==> src/rtl/clk_div_pkg.sv <==
// Shared constants for the clock divider bank: board clock rate, default counter
// width and the terminal counts used by the stopwatch datapath.
package clk_div_pkg;

    localparam int unsigned SYS_CLK_HZ = 100_000_000;
    localparam int          CNT_W      = 27;

    // Terminal count for a tick rate of hz: the counter runs 0..TC, so TC+1 cycles per tick.
    function automatic logic [CNT_W-1:0] hz_to_tc(input int unsigned hz);
        return CNT_W'(SYS_CLK_HZ / hz - 1);
    endfunction

    // TC_1HZ names the blink rate of the level output, which toggles on every 2 Hz tick.
    localparam logic [CNT_W-1:0] TC_1HZ   = hz_to_tc(2);
    localparam logic [CNT_W-1:0] TC_4HZ   = hz_to_tc(4);
    localparam logic [CNT_W-1:0] TC_400HZ = hz_to_tc(400);

endpackage

==> src/rtl/clk_div_channel.sv <==
// One divider channel: counter, one-cycle tick strobe and 50%-duty level output.
// With CLK_DIV_BANK_RUNTIME_TC_EN defined the terminal count is a writable register.
module clk_div_channel #(
    parameter int               CNT_W   = clk_div_pkg::CNT_W,
    parameter logic [CNT_W-1:0] TC_INIT = '0
) (
    input  logic             internal_clk,
    input  logic             rst_n,
    input  logic             run,
    input  logic             restart,
`ifdef CLK_DIV_BANK_RUNTIME_TC_EN
    input  logic             tc_wr,
    input  logic [CNT_W-1:0] tc_data,
`endif
    output logic             tick,
    output logic             level
);

    import clk_div_pkg::*;

    logic [CNT_W-1:0] cnt;
    logic [CNT_W-1:0] tc;
    logic             tc_load;

`ifdef CLK_DIV_BANK_RUNTIME_TC_EN
    logic [CNT_W-1:0] tc_q;

    always_ff @(posedge internal_clk or negedge rst_n) begin
        if (!rst_n) begin
            tc_q <= TC_INIT;
        end else if (tc_wr) begin
            tc_q <= tc_data;
        end
    end

    assign tc      = tc_q;
    assign tc_load = tc_wr;
`else
    assign tc      = TC_INIT;
    assign tc_load = 1'b0;
`endif

    // A TC write clears the count so cnt can never sit above a freshly lowered TC.
    always_ff @(posedge internal_clk or negedge rst_n) begin
        if (!rst_n) begin
            cnt   <= '0;
            tick  <= 1'b0;
            level <= 1'b0;
        end else if (restart) begin
            cnt   <= '0;
            tick  <= 1'b0;
            level <= 1'b0;
        end else if (tc_load) begin
            cnt   <= '0;
            tick  <= 1'b0;
        end else if (run) begin
            if (cnt == tc) begin
                cnt   <= '0;
                tick  <= 1'b1;
                level <= ~level;
            end else begin
                cnt   <= cnt + 1'b1;
                tick  <= 1'b0;
            end
        end else begin
            tick <= 1'b0;
        end
    end

endmodule

==> src/rtl/clk_div_bank.sv <==
// Bank of NUM_CH independent clock-enable dividers on internal_clk.
// Define CLK_DIV_BANK_RUNTIME_TC_EN to add the tc_wr/tc_sel/tc_data write port.
module clk_div_bank #(
    parameter int                        NUM_CH = 3,
    parameter int                        CNT_W  = clk_div_pkg::CNT_W,
    parameter logic [NUM_CH*CNT_W-1:0]   TC_VEC = {CNT_W'(clk_div_pkg::TC_4HZ),
                                                   CNT_W'(clk_div_pkg::TC_400HZ),
                                                   CNT_W'(clk_div_pkg::TC_1HZ)}
) (
    input  logic              internal_clk,
    input  logic              rst_n,
    input  logic [NUM_CH-1:0] run,
    input  logic [NUM_CH-1:0] restart,
`ifdef CLK_DIV_BANK_RUNTIME_TC_EN
    input  logic              tc_wr,
    input  logic [2:0]        tc_sel,
    input  logic [CNT_W-1:0]  tc_data,
`endif
    output logic [NUM_CH-1:0] tick,
    output logic [NUM_CH-1:0] level
);

    import clk_div_pkg::*;

    if (NUM_CH < 1 || NUM_CH > 8) begin : g_num_ch_check
        $error("clk_div_bank: NUM_CH must be within 1..8");
    end

`ifdef CLK_DIV_BANK_RUNTIME_TC_EN
    logic [NUM_CH-1:0] ch_wr;

    // tc_sel values at or above NUM_CH match no channel, so such writes are dropped.
    always_comb begin
        ch_wr = '0;
        for (int i = 0; i < NUM_CH; i++) begin
            if (tc_wr && (tc_sel == 3'(i))) begin
                ch_wr[i] = 1'b1;
            end
        end
    end
`endif

    for (genvar i = 0; i < NUM_CH; i++) begin : g_ch
        clk_div_channel #(
            .CNT_W   (CNT_W),
            .TC_INIT (TC_VEC[i*CNT_W +: CNT_W])
        ) u_channel (
            .internal_clk (internal_clk),
            .rst_n        (rst_n),
            .run          (run[i]),
            .restart      (restart[i]),
`ifdef CLK_DIV_BANK_RUNTIME_TC_EN
            .tc_wr        (ch_wr[i]),
            .tc_data      (tc_data),
`endif
            .tick         (tick[i]),
            .level        (level[i])
        );
    end

endmodule

==> config.mk <==
export PLATFORM = sky130hd
export DESIGN_NAME = clk_div_bank
export DESIGN_NICKNAME = d
export VERILOG_FILES = /design/src/rtl/clk_div_pkg.sv /design/src/rtl/clk_div_channel.sv /design/src/rtl/clk_div_bank.sv
export SDC_FILE = /design/constraint.sdc
export NUM_CORES = 1
export LEC_CHECK = 0
export ABC_AREA = 1
export ABC_CLOCK_PERIOD_IN_PS = 1600
export CORE_MARGIN = 4
export CORE_UTILIZATION = 38
export DETAILED_ROUTE_END_ITERATION = 16
export PLACE_DENSITY = 0.62
export SYNTH_ARGS = -nofsm -noshare
export SYNTH_HDL_FRONTEND = slang
export SYNTH_SLANG_ARGS = --single-unit
==> constraint.sdc <==
create_clock -name internal_clk -period 1.6 [get_ports internal_clk]
set_input_delay 0.16 -clock internal_clk [delete_from_list [all_inputs] [get_ports internal_clk]]
set_output_delay 0.16 -clock internal_clk [all_outputs]
set_load 0.01 [all_outputs]
# Yosys cells after proc, flatten, opt, wreduce, memory -nomap -nowiden
# Index checks and enable logic that the tools add are counted.
# totals
latch_bits	0
wordCells	54
out_inout_bits	6
n_memories	0
regBits	87
mem_bits_rw	0
rom_bits	0
# classes
div_mod_pow	0
shifts	0
eq_ne	3
bitwise_logic	3
mul	0
addsub	3
n_reduce_logical	9
mux	27
magnitude_cmp	0
# ops
operator	count
$mux W27	9
$add A27 B1 Y27 const B	3
$eq A27 B18 Y1 const B	1
$eq A27 B25 Y1 const B	1
$eq A27 B26 Y1 const B	1
$mux W1	18
$reduce_bool A2 Y1	6
$reduce_and A2 Y1	3
$not A1 Y1	3

# Longest topological paths before layout
# Gate-level depths: netlist (run 1).
# logic_depth
ltp_word	4
ltp_mapped	11
mapped_depth_nobuf	10

# By module
# Synthesis (run 1) repeated with hierarchy kept, for this count alone.
# unflattened
hier_cells	856
hier_area_um2	5859.4
# modules_own_cells
mod	n_inst	cells_per_inst	area_per_inst_um2
clk_div_channel at g_ch[2].u_channel	1	291	1965.6
clk_div_channel at g_ch[1].u_channel	1	291	1961.9
clk_div_channel at g_ch[0].u_channel	1	274	1931.9

# Worst setup path before layout (run 1)
# No wires, ideal clock.
# synth_path
path_type	reg2reg
start	register g_ch[0].u_channel.cnt[0]
end	register g_ch[0].u_channel.cnt[9]
stages_incl_launch_ff	10
setup_slack_ns	0.125
arrival_ns	1.355
t_required_ns	1.479
path_cell_list	dfrtp_1 > ha_1 > inv_1 > nor2_4 > nand2_2 > nor2_4 > nand3_4 > nand2_4 > buf_8 > nor2_2
# synth_via
elab_chain_len	4
# synth_rtl
element	line_no	rtl
start: declaration	clk_div_channel.sv:21	logic [CNT_W-1:0] cnt;
start signal: assignment	clk_div_channel.sv:62	cnt <= cnt + 1'b1;
$add A27 B1 Y27 or $eq A27 B26 Y1 (tied branches)	clk_div_channel.sv:62, clk_div_channel.sv:57	
$mux W27 *	clk_div_channel.sv:57	if (cnt == tc) begin
$mux W27 *	clk_div_channel.sv:56	end else if (run) begin
$mux W27 *	clk_div_channel.sv:49	end else if (restart) begin
# Every way passes the cells marked *; elsewhere a longest branch is shown, timed or not. The select of a mux whose other input is x is not followed.
# A chain may end at the register's enable or synchronous reset.

# Final worst setup path (run 1)
# layout_path
start	register g_ch[2].u_channel.cnt[0]
end	register g_ch[2].u_channel.cnt[20]
# layout_via
elab_chain_len	4
# layout_rtl
element	line_no
start: declaration	clk_div_channel.sv:21
start signal: assignment	clk_div_channel.sv:62
$add A27 B1 Y27 or $eq A27 B25 Y1 (tied branches)	clk_div_channel.sv:62, clk_div_channel.sv:57
$mux W27 *	clk_div_channel.sv:57
$mux W27 *	clk_div_channel.sv:56
$mux W27 *	clk_div_channel.sv:49
# Marked as above.

==> results of run 1 <==
-- layout by cell type (no fill, tap or decap), types with 2 or more instances in the layout --
master / instances
buf_4: 82
nor2_4: 15
clkdlybuf4s50_1: 12
a21oi_1: 11
o21bai_1: 3
nand3_4: 3
dfrtp_2: 6
nor2_2: 40
nand2_8: 2
o21ai_0: 10
buf_12: 2
dfrtp_1: 81
bufinv_16: 2
xnor2_1: 10
inv_2: 4
nand2_2: 10
clkinv_4: 2
clkbuf_16: 10
nor3_1: 15
nand2_1: 239
o21ai_1: 3
nand3_2: 7
inv_1: 101
nand3b_1: 5
xor2_1: 12
buf_6: 3
nand3_1: 67
nor3_2: 2
nor2_1: 163
nand4_1: 34
-- worst max-delay path, delay by kind of cell, from the launching register on --
family | cells | cell delay, ns
fa+ha+maj | 1 | 0.16
buf+inv | 1 | 0.10
flops | 1 | 0.39
simple gates | 8 | 0.82
-- cell type report --
class	instances	area, µm²	share of cell area [%]
clock inverter	5	81.3	1.12
inverter	106	403	5.55
tap	184	230	3.17
timing repair buffer	102	860	11.8
multi-input combinational	659	3260	44.9
clock buffer	11	243	3.34
sequential	87	2180	30.1
-- metrics by stage --
step / total power, W / hold slack (ns) / std cells / TNS, ns
6_report: 0.00508 / 0.299 / 1154 / 0
5_1_grt: 0.00531 / 0.320 / 1154 / -0.533
4_1_cts: 0.00512 / 0.300 / 1151 / 0
3_5_place_dp: 0.00276 / 0.141 / 1130 / -0.0524
3_3_place_gp: 0.00276 / 0.137 / 1130 / -0.0210
2_1_floorplan: 0.00254 / -0.136 / 867 / 0
-- cell families (layout without fill, tap and decap cells) --
family          after synthesis  in the layout  synth area share [%]
xor+xnor                     22             22                  3.32
simple gates                606            606                  47.0
compound gates               28             28                  2.59
flops                        87             87                  37.6
fa+ha+maj                     3              3                 0.648
buf+inv                     121            224                  8.89
-- flip-flops by register name, summed over array words and instances (netlist names) --
register and count:
g_ch.u_channel.cnt 81, g_ch.u_channel.level 3, g_ch.u_channel.tick 3
-- layer usage --
metal,vias up,share of wire [%]
li1,2908,-
met3,32,3.0
met5,-,0
met1,2539,49
met4,0,2.4
met2,95,46
-- where the power goes --
| group | internal [W] | switching (W) |
|---|---|---|
| Clock | 0.00141 | 0.000914 |
| Sequential | 0.00225 | 0.0000403 |
| Combinational | 0.000201 | 0.000261 |
-- worst min path at each step --
stage | slack [ns] | to | from | cells past startpoint
floorplan | -0.14 | g_ch[0].u_channel.cnt[0]$_DFFE_PN0P_ | rst_n | 0
global placement | 0.14 | g_ch[0].u_channel.cnt[24]$_DFFE_PN0P_ | rst_n | 1
detailed placement | 0.14 | g_ch[0].u_channel.cnt[24]$_DFFE_PN0P_ | rst_n | 1
CTS | 0.30 | g_ch[2].u_channel.cnt[21]$_DFFE_PN0P_ | rst_n | 2
global route | 0.32 | g_ch[0].u_channel.cnt[24]$_DFFE_PN0P_ | rst_n | 2
finish | 0.30 | g_ch[0].u_channel.cnt[24]$_DFFE_PN0P_ | rst_n | 2
-- timing repair --
action,CTS,global route
endpoints found under the hold margin,27,0
gates resized for setup,5,50
hold buffers,1,0
endpoints found under the setup margin,3,63
pin swaps,6,19
gates cloned,0,1
setup buffers,4,3
==> run metrics, run 1 <==
cells on worst reg2reg path 10; core outline area ~15000 µm²; Nets 976; dpl hpwl roughly 11000 µm; Post-synth ARST share 100%; Clock Sink Count slightly below 90; Root Driver clkbuf_16; Core Rows 44; Mapped Avg Cell Area about 6.7 µm²; GR Util All Layers between 10% and 20%; number of synthesized flops with an enable pin 0; Layout area overhead 25.3%; Port Buffers 13; initial DRC count a little over 400; Hold Path Class input pin to asynchronous set/reset pin; cells along the critical path ha_4 -> buf_6 -> nand3_4 -> nor2_4 -> nand2_2 -> nor2_4 -> nand2_1 -> nor2_1 -> nor2_1 -> nor2_1; IO Count 14; grt total ovfl 0; pre-CTS setup slack -0.0225 ns; gr busiest metal met2; share of the synthesized area in the top cell type between 30% and 40%; Worst Max-Slew Pin Slew 0.450 ns; most frequent cells after synthesis nand2_1 (244), nor2_1 (177), inv_1 (103), dfrtp_1 (87), nand3_1 (72); worst r2r src g_ch[2].u_channel.cnt[0]$_DFFE_PN0P_; ranking of synthesized cells by area dfrtp_1 (38%), nand2_1 (16%), nor2_1 (11%); clock buffer count from CTS 9; Fill cells 1475; Worst Path Required between 1.5 and 2 ns; Inserted Diodes 0; via count ~5.6k; final worst slack 0.0610 ns; Mapped Cells around 870; sequential share of the synthesized area 37.6%; placement-stage cell area 6670 µm²; routed len/inst ~13 µm; DIE HEIGHT around 130 µm; post-synth top area cell dfrtp_1; placer congestion estimate around 0.91; DRT antenna net count 0; CP startpoint g_ch[2].u_channel.cnt[0]$_DFFE_PN0P_; vias in the first global route between 5k and 6k; Finished Core Util 49.2%; cell repeated most along the worst path nor2_1; Clock transition at path regs roughly 0.07 ns; htree depth 3; count leader, synth nand2_1; R2R setup slack slightly above 0.06 ns; largest net degree at the start of global routing 31; DR DRC count 0; Worst Path Max Fanout 8; Net Count, Synth around 880; Synth Cell Area a little under 6000 µm²; Setup crit start kind flip-flop; YS warnings 0; met3 usage around 2.5%; Worst-Skew Late Latency between 0.3 and 0.4 ns; Static Leak around 3.2 nW; ys flop type dfrtp_1; slowest CP cell dfrtp_1; Max-Cap Viols 0; final std cell area, no fill approximately 7300 µm²; met1 Usage GRT between 20% and 30%; nature of the critical path endpoint flip-flop; relative slew slack 70.0%; die width between 100 and 150 µm; Post-Route WL around 15000 µm; Slew Viols, Final 0; Initial Util 39.3%; Yosys cell types 33; part of the cycle the worst path needs 96.2%; crit-path max cell delay 0.39 ns; initial antenna violation count 0; RSZ-0062 raised after global routing true; Worst Path Arrival 1.83 ns; fraction of layout cells with a size suffix above 1 20.3%; vias per inst between 4 and 5; CTS tree done; number of hold violations in the final report 0; M2 GR Usage between 20 and 30%; crit path to g_ch[2].u_channel.cnt[20]$_DFFE_PN0P_; Max Fclk 0.650 GHz; worst flop-to-flop path endpoint g_ch[2].u_channel.cnt[20]$_DFFE_PN0P_; full die area approximately 17000 µm²; Crit Path Class flip-flop to flip-flop; first-pass GRT wire length ~25000 µm; Max IR drop VDD about 0.52 mV; crit path time final 1.54 ns; Max Root-Sink Buffers 2; clock skew 0.00877 ns; Pre-Repair DR Iteration Count 5; FF+latch count, synth between 80 and 90; final setup fails 0; power per cell area roughly 700 nW/µm²; status complete, no violations
No activity file was read; power rests on OpenSTA's default activity.
==> run 2, diff against run 1 <==
ABC_CLOCK_PERIOD_IN_PS = 1860   (was 1600)
PLACE_DENSITY = 0.6   (was 0.62)
clock period = 1.86 ns   (was 1.6 ns; I/O delays follow)
==> run 2 against run 1 <==
Against the previous run:
- critical path type unchanged
- highest routed layer unchanged
- non-clock buffer count decreased by 57
- wire length decreased by 5.0%
- combinational power fell by 33%
- final area fell by 9.0%
==> run metrics, run 2 (synthesis results as in run 1) <==
status complete, no violations (unchanged); routed len/inst 12.8 µm (about the same); final setup fails 0 (unchanged); largest net degree at the start of global routing 42 (was 31); core outline area 14800 µm² (unchanged); clock skew 0.0123 ns (was 0.00877 ns); Post-Route WL 14000 µm (was 14700 µm); final std cell area, no fill 6610 µm² (was 7260 µm²); DR DRC count 0 (unchanged); Core Rows 44 (unchanged); crit path time final 1.64 ns (was 1.54 ns); Crit Path Class flip-flop to flip-flop (unchanged); Nets 919 (was 976); placer congestion estimate 0.870 (was 0.915); Clock transition at path regs 0.06 ns (was 0.07 ns); IO Count 14 (unchanged); gr busiest metal met2 (unchanged); met3 usage 3.48% (was 2.52%); Inserted Diodes 0 (unchanged); Worst Max-Slew Pin Slew 0.404 ns (was 0.450 ns); Worst Path Max Fanout 5 (was 8); Hold Path Class input pin to asynchronous set/reset pin (unchanged); Max Fclk 0.612 GHz (was 0.650 GHz); initial antenna violation count 0 (unchanged); slowest CP cell dfrtp_1 (unchanged); Clock Sink Count 87 (unchanged); Max Root-Sink Buffers 2 (unchanged); dpl hpwl 10900 µm (was 11000 µm); full die area 17300 µm² (unchanged); Worst-Skew Late Latency 0.35 ns (about the same); Root Driver clkbuf_16 (unchanged); met1 Usage GRT 23.0% (was 23.6%); fraction of layout cells with a size suffix above 1 11.4% (was 20.3%); vias per inst 4.84 (was 4.83); clock buffer count from CTS 9 (unchanged); Max IR drop VDD 0.417 mV (was 0.522 mV); grt total ovfl 0 (unchanged); initial DRC count 428 (was 405); Slew Viols, Final 0 (unchanged); placement-stage cell area 6270 µm² (was 6670 µm²); Worst Path Arrival 1.87 ns (was 1.83 ns); power per cell area 638 nW/µm² (was 700 nW/µm²); Top reg by flops g_ch.u_channel.cnt (unchanged); DIE HEIGHT 132 µm (unchanged); Pre-Repair DR Iteration Count 5 (unchanged); Reg area 2180 µm² (about the same); DRT antenna net count 0 (unchanged); die width 132 µm (unchanged); most common cell after layout, fill and taps aside nand2_1 (unchanged); Setup TNS 0 ns (unchanged); most frequent cells in the layout nand2_1 (244), nor2_1 (177), inv_1 (103) (was nand2_1 (239), nor2_1 (163), inv_1 (101)); Initial Util 39.3% (unchanged); Port Buffers 13 (unchanged); via count 5309 (was 5574); post-route insts no fill 1096 (was 1154); part of the cycle the worst path needs 87.9% (was 96.2%); Placed Cells 1078 (was 1130); max reg flops 81 (unchanged); first-pass GRT wire length 24200 µm (was 24700 µm); number of hold violations in the final report 0 (unchanged); htree depth 3 (unchanged); nature of the critical path endpoint flip-flop (unchanged); M2 GR Usage 26.9% (was 27.0%); Setup crit start kind flip-flop (unchanged); Max-Cap Viols 0 (unchanged); CTS tree done (unchanged); relative slew slack 73.0% (was 70.0%); GR Util All Layers 16.7% (was 17.1%); cell repeated most along the worst path nand2_1 (was nor2_1); vias in the first global route 4996 (was 5147); Multi-input gate area 3100 µm² (was 3260 µm²); cells along the critical path inv_1 -> nand2_1 -> nor2_1 -> nand2_1 -> nor2_1 -> nand2_1 -> nand2_1 -> nand2_1 -> buf_4 -> nand2_1 -> nor2_1 (was ha_4 -> buf_6 -> nand3_4 -> nor2_4 -> nand2_2 -> nor2_4 -> nand2_1 -> nor2_1 -> nor2_1 -> nor2_1); Top Registers g_ch.u_channel.cnt x81, g_ch.u_channel.level x3, g_ch.u_channel.tick x3 (unchanged); RSZ-0062 raised after global routing false (was true); Fill cells 1540 (was 1475); Layout area overhead 14.0% (was 25.3%); crit-path max cell delay 0.42 ns (was 0.39 ns); Worst Path Required 2.10 ns (was 1.89 ns); Static Leak 2.87 nW (was 3.16 nW)
==> run 2: changes by cell type in the layout (fill, tap and decap cells not counted), moves of 4 or more <==
cell,delta
buf_4,-51
nor2_1,+14
nor2_2,-9
dfrtp_1,+6
dfrtp_2,-6
nand2_1,+5
nand3_1,+5
nor2_4,-5
nand2_2,-4
==> run 2: power breakdown <==
| part | leakage (nW) | switching (W) | internal (W) |
|---|---|---|---|
| Combinational | 1.51 | 0.000193 | 0.000114 |
| Sequential | 1.21 | 0.0000372 | 0.00194 |
| Clock | 0.153 | 0.000755 | 0.00117 |
==> run 2: path summary, 6_finish.rpt <==
check                                                 startpoint  slack (ns)                               endpoint  depth (start not counted)
hold reg to reg              g_ch[2].u_channel.level$_DFFE_PN0P_        0.51    g_ch[2].u_channel.level$_DFFE_PN0P_                          2
setup / recovery           g_ch[2].u_channel.cnt[23]$_DFFE_PN0P_        0.22  g_ch[2].u_channel.cnt[24]$_DFFE_PN0P_                         11
hold / removal                                             rst_n        0.28  g_ch[0].u_channel.cnt[20]$_DFFE_PN0P_                          2
setup reg to reg           g_ch[2].u_channel.cnt[23]$_DFFE_PN0P_        0.22  g_ch[2].u_channel.cnt[24]$_DFFE_PN0P_                         11
max in group asynchronous                                  rst_n        0.94  g_ch[1].u_channel.cnt[10]$_DFFE_PN0P_                          3
min in group internal_clk                             restart[0]        0.49       g_ch[0].u_channel.tick$_DFF_PN0_                          2
==> run 2: timing repair <==
action | CTS | global route
endpoints found under the hold margin | 22 | 0
gates resized for setup | 0 | 1
buffers inserted | 0 | 2
hold buffers | 1 | 0
endpoints found under the setup margin | 0 | 23
==> run 2: area by class of cell <==
type                            instances  area share [%]
Clock buffer                           10            3.47
Clock inverter                          5            1.25
Tap cell                              184            3.48
Inverter                              106            6.06
Timing Repair Buffer                   45            5.80
Sequential cell                        87            33.0
Multi-Input combinational cell        659            47.0
==> run 2: through the flow <==
stage	util [%]	setup WS (ns)	power [W]	hold slack (ns)
floorplan	-	0.385	0.00219	-0.110
global placement	42.5	0.153	0.00232	0.119
detailed placement	42.5	0.126	0.00232	0.118
CTS	44.7	0.102	0.00428	0.290
global route	44.8	0.0174	0.00440	0.308
finish	44.8	0.225	0.00421	0.282
==> run 2: worst max-delay path, delay by kind of cell, from the launching register on <==
kind,cells,cell delay [ns]
AND/OR/NAND/NOR,9,0.76
flip-flops,1,0.42
buffers and inverters,2,0.35
==> run 2: routing by layer <==
layer	vias up	wire length, µm
met4	0	192
li1	2793	-
met5	-	0
met1	2414	6890
met2	82	6460
met3	20	455
